## src/rtl/uart_rx_8n1.sv

```systemverilog
// uart_rx_8n1: 8N1 UART receiver clocked by the system clock, with an internal baud counter.
//
// Ports:
//   hw_clk    in   system clock (12 MHz nominal)
//   rst_n     in   asynchronous active-low reset
//   uartrx    in   serial input, asynchronous to hw_clk, idles high
//   rx_data   out  last good byte, held until the next good frame
//   rx_valid  out  one-cycle pulse when rx_data has just been updated
//   frame_err out  one-cycle pulse when a stop bit is sampled low
//   rx_busy   out  high whenever the receiver is not idle
//
// Parameter CLKS_PER_BIT: hw_clk cycles per bit (>= 8).
//
// Optional feature macro UART_RX_MAJORITY_EN: every sample becomes a 2-of-3 vote of the
// synchronised line around the sample point; decisions (and outputs) land one cycle later.
module uart_rx_8n1 #(
    parameter int unsigned CLKS_PER_BIT = 1250
) (
    input  logic       hw_clk,
    input  logic       rst_n,
    input  logic       uartrx,
    output logic [7:0] rx_data,
    output logic       rx_valid,
    output logic       frame_err,
    output logic       rx_busy
);

    localparam int unsigned CntW = $clog2(CLKS_PER_BIT);

`ifdef UART_RX_MAJORITY_EN
    // Start decision moves one cycle past the centre so the vote can see the +1 sample. Every
    // later bit is counted from that decision, so data/stop decisions stay at CLKS_PER_BIT-1
    // while their vote window is centred on CLKS_PER_BIT-2.
    localparam logic [CntW-1:0] StartCnt = CntW'(CLKS_PER_BIT / 2);
`else
    localparam logic [CntW-1:0] StartCnt = CntW'(CLKS_PER_BIT / 2 - 1);
`endif
    localparam logic [CntW-1:0] BitCnt = CntW'(CLKS_PER_BIT - 1);

    typedef enum logic [2:0] {
        StIdle,
        StStart,
        StData,
        StStop,
        StBreak
    } state_e;

    logic [1:0]      sync_q;
    logic            rx_s;
    logic            sample;
    state_e          state_q;
    logic [CntW-1:0] cnt_q;
    logic [2:0]      idx_q;
    logic [7:0]      sh_q;
    logic [7:0]      rx_data_q;
    logic            rx_valid_q;
    logic            frame_err_q;

    // Two-flop synchroniser; resets to the idle (high) line level.
    always_ff @(posedge hw_clk or negedge rst_n) begin
        if (!rst_n) begin
            sync_q <= 2'b11;
        end else begin
            sync_q <= {sync_q[0], uartrx};
        end
    end

    assign rx_s = sync_q[1];

`ifdef UART_RX_MAJORITY_EN
    // hist_q[0] is rx_s one cycle ago, hist_q[1] two cycles ago.
    logic [1:0] hist_q;

    always_ff @(posedge hw_clk or negedge rst_n) begin
        if (!rst_n) begin
            hist_q <= 2'b11;
        end else begin
            hist_q <= {hist_q[0], rx_s};
        end
    end

    assign sample = (hist_q[1] & hist_q[0]) | (hist_q[1] & rx_s) | (hist_q[0] & rx_s);
`else
    assign sample = rx_s;
`endif

    always_ff @(posedge hw_clk or negedge rst_n) begin
        if (!rst_n) begin
            state_q     <= StIdle;
            cnt_q       <= '0;
            idx_q       <= '0;
            sh_q        <= '0;
            rx_data_q   <= '0;
            rx_valid_q  <= 1'b0;
            frame_err_q <= 1'b0;
        end else begin
            rx_valid_q  <= 1'b0;
            frame_err_q <= 1'b0;
            unique case (state_q)
                StIdle: begin
                    cnt_q <= '0;
                    if (!rx_s) begin
                        state_q <= StStart;
                    end
                end
                StStart: begin
                    if (cnt_q == StartCnt) begin
                        cnt_q <= '0;
                        idx_q <= '0;
                        // A high centre means the falling edge was a glitch.
                        state_q <= sample ? StIdle : StData;
                    end else begin
                        cnt_q <= cnt_q + CntW'(1);
                    end
                end
                StData: begin
                    if (cnt_q == BitCnt) begin
                        cnt_q <= '0;
                        sh_q  <= {sample, sh_q[7:1]};
                        if (idx_q == 3'd7) begin
                            state_q <= StStop;
                        end else begin
                            idx_q <= idx_q + 3'd1;
                        end
                    end else begin
                        cnt_q <= cnt_q + CntW'(1);
                    end
                end
                StStop: begin
                    if (cnt_q == BitCnt) begin
                        cnt_q <= '0;
                        if (sample) begin
                            rx_data_q  <= sh_q;
                            rx_valid_q <= 1'b1;
                            state_q    <= StIdle;
                        end else begin
                            frame_err_q <= 1'b1;
                            state_q     <= StBreak;
                        end
                    end else begin
                        cnt_q <= cnt_q + CntW'(1);
                    end
                end
                StBreak: begin
                    // Hold here while the line stays low so a break yields one error only.
                    cnt_q <= '0;
                    if (rx_s) begin
                        state_q <= StIdle;
                    end
                end
                default: begin
                    cnt_q   <= '0;
                    state_q <= StIdle;
                end
            endcase
        end
    end

    assign rx_data   = rx_data_q;
    assign rx_valid  = rx_valid_q;
    assign frame_err = frame_err_q;
    assign rx_busy   = (state_q != StIdle);

endmodule

```

## config.mk

```make
export PLATFORM = sky130hd
export DESIGN_NAME = uart_rx_8n1
export DESIGN_NICKNAME = d
export VERILOG_FILES = /design/src/rtl/uart_rx_8n1.sv
export SDC_FILE = /design/constraint.sdc
export NUM_CORES = 1
export LEC_CHECK = 0
export BUFFER_PORTS_ARGS = -buffer_cell sky130_fd_sc_hd__buf_2
export CAP_MARGIN = 0
export CORE_MARGIN = 1
export CORE_UTILIZATION = 55
export CTS_CLUSTER_DIAMETER = 150
export DETAILED_ROUTE_END_ITERATION = 8
export GPL_TIMING_DRIVEN = 0
export PLACE_DENSITY = 0.74
export REMOVE_ABC_BUFFERS = 1
export SYNTH_ARGS = -nofsm -noshare
export SYNTH_HDL_FRONTEND = slang
export SYNTH_SLANG_ARGS = --single-unit
```

## constraint.sdc

```tcl
create_clock -name hw_clk -period 3.2 [get_ports hw_clk]
set_input_delay 0.16 -clock hw_clk [delete_from_list [all_inputs] [get_ports hw_clk]]
set_output_delay 0.16 -clock hw_clk [all_outputs]
set_load 0.01 [all_outputs]
```

==> metrics.cfg <==
[global_routing]
grt_use_total_pct=20.2
gr-usage-met3_pct=4.91
grtUsageMet2_pct=31.2
gr-total-overflow=0
grt_pass1_wl_microns=5040
grt-busiest-layer=met2
grt_max_degree=38
antenna_found_initial=0
met1_usage_pct=27.3
grt_pass1_vias=1132

[sta]
fin_worst_skew_ns=0.0125
setup_tns_ns=0
period_minus_slack_ns=2.22
hold_viol=0
min_period_over_period_pct=69.3
slew-limit-headroom_pct=44.3
finalMaxSlewViolations=0
worst_slew_pin_slew_ns=0.835
hold_slack_ns=0.361
max_freq_ghz=0.451
rsz0062_at_grt=no
setup_viol=0

[synthesis]
yosysTopAreaCell=dfrtp_1
synth_area_sq_mm=0.00171
yosysWarnings=0
synth.top_cells.by_area=dfrtp_1, mux2_2, nor2_1
synth.avg_cell_area_sq_um=12.2
ys_seq_elements=37
synth.distinct_cells=33
ys_seq_area_share_pct=54.4
syn-instance-count=140
synth_top_area_share_pct=51.4

[hold_path]
hold_class=reg2reg

[outcome]
outcome=finished, violations left
violations=DRC

[clocking]
postCtsSetupBuffers=0
holdBufCountCts=2
clkSlewWorstSetupHoldPaths_ns=0.11
clk_latency_ns=0.35
cts_buffers=5
clock-sinks=37
cts_tree=done
cts_buffer_depth=2
cts_resized=0
cts.htree.levels=2
cts-root-buf=clkbuf_4

[power_and_ir_drop]
vdd_drop_max_uv=314
switchingPower_uw=164
pwr-share-comb_pct=1.6
clkPwrFrac_pct=32.8
p_leak_nw=0.934
p_total_uw=719
seqPwrFrac_pct=65.5
p_int_uw=555
swShare_pct=22.8
power.density_mw_per_mm2=384

[cells_and_area]
areaGrowthSynthToFinish_pct=9.76
multiInputGateArea_sq_um=746
drive_above_1_share_pct=28.7
diodes=0
design_area_sq_mm=0.00187
nNetsFinal=167
seq_area_sq_um=928
fillers=229

[drt]
drt_pre_antenna_iters=6
viasPerCell=5.80
route.detailed.drc=2
vias=1108
antenna_left=0
drt-wirelength-per-cell_microns=14.5
dr.first_iter.drc_count=72
routed_wl_microns=2770

[floorplan]
die_x_microns=57.7
core_sq_mm=0.00285
die_h_microns=57.7
initial_core_util_pct=59.8
boundaryPins=14
die_area_sq_mm=0.00333
rows=19

[setup_path]
cp-end-kind=flip-flop
cp_data_required_time_ns=3.39
start_kind=flip-flop
arrival_ns=2.41
path_class=reg2reg
crit_path_max_fanout=11

[place]
place_congestion=0.828
place_area_sq_mm=0.00180
dp_hpwl_microns=1970
place.port_buffers=13

[flow_run]
drv_cap=0

-- critical path, cell delays in order (launching register included) --
cell and delay, ns:
dfrtp_1 0.42, inv_1 0.10, ha_1 0.15, nor4bb_1 0.37
a31oi_1 0.21, a21oi_1 0.69, nor2_1 0.13
-- synthesized netlist by cell type --
master and n:
nand4b_1 1, nor3_1 2, nor3_4 2, xor2_1 6
buf_1 1, mux2i_1 3, buf_2 1, xnor2_1 2
dfrtp_1 35, clkbuf_1 1, nand4_4 1, nand2_1 7
o31ai_1 1, nand2b_1 1, and3_1 1, nor2_1 17
or3b_2 1, a21oi_1 4, a31oi_1 1, nor2b_1 4
dfstp_2 2, and4_1 2, inv_1 5, nor4bb_1 1
nor2_2 1, ha_1 5, o41ai_4 1, or3_1 3
o21ai_0 3, mux2_2 17, nand4_1 3, nand3_1 3
and4b_1 2
-- layout make-up --
type,instances,share of cell area [%]
multi-input combinational,95,39.8
clock inverter,3,0.936
clock buffer,5,2.01
inverter,5,1.00
timing repair buffer,15,4.55
tap,31,2.07
sequential,37,49.6
-- power by group through the flow --
stage | logic [mW] | registers, mW | clock network (mW)
after global routing | 0.0144 | 0.471 | 0.265
after detailed placement | 0.0107 | 0.480 | 0
final | 0.0118 | 0.471 | 0.236
after floorplan | 0.000575 | 0.480 | 0
after global placement | 0.0105 | 0.480 | 0
after CTS | 0.0126 | 0.471 | 0.245
-- per-layer routing --
| metal | wire length [microns] | part of all wire [%] |
|---|---|---|
| met3 | 87 | 3.1 |
| met1 | 1320 | 48 |
| met2 | 1300 | 47 |
| met4 | 63 | 2.3 |
| met5 | 0 | 0 |
-- metrics by stage --
stage	utilization, %	cells	setup slack, ns
after floorplan	-	137	1.36
after global placement	63.0	181	1.13
after detailed placement	63.0	181	1.01
after CTS	65.6	191	0.986
after global routing	65.6	191	0.755
final	65.6	191	0.981
-- path summary, 6_finish.rpt --
check / slack (ns) / endpoint / depth (start not counted) / start
hold / removal: 0.36 / sync_q[1]$_DFF_PN1_ / 0 / sync_q[0]$_DFF_PN1_
max in group asynchronous: 2.28 / frame_err$_DFF_PN0_ / 2 / rst_n
min in group asynchronous: 0.42 / state_q[2]$_DFFE_PN0P_ / 2 / rst_n
setup reg to reg: 0.98 / cnt_q[3]$_DFF_PN0_ / 6 / cnt_q[1]$_DFF_PN0_
setup / recovery: 0.98 / cnt_q[3]$_DFF_PN0_ / 6 / cnt_q[1]$_DFF_PN0_
hold reg to reg: 0.36 / sync_q[1]$_DFF_PN1_ / 0 / sync_q[0]$_DFF_PN1_
-- state kept, by name (all words and copies together), names as in the netlist --
signal,count
cnt_q,11
frame_err,1
idx_q,3
rx_data,8
rx_valid,1
sh_q,8
state_q,3
sync_q,2
-- cell families (layout without fill, tap and decap cells) --
group           after synthesis  after routing  share of synthesized area (%)
compound gates               10             10                           4.48
xor+xnor                      8              8                           4.11
fa+ha+maj                     5              5                           3.67
buf+inv                       8             28                           1.83
flops                        37             37                           54.4
mux                          20             20                           13.0
simple gates                 52             52                           18.5
-- cell usage in the layout, fill, tap and decap left out, types with 5 or more instances in the layout --
cell type,netlist,final
dfrtp_1,35,35
nor2_1,17,17
mux2_2,17,17
buf_2,1,13
nand2_1,7,7
xor2_1,6,6
inv_1,5,5
ha_1,5,5
clkbuf_4,0,5
(Power assumes the default switching activity.)
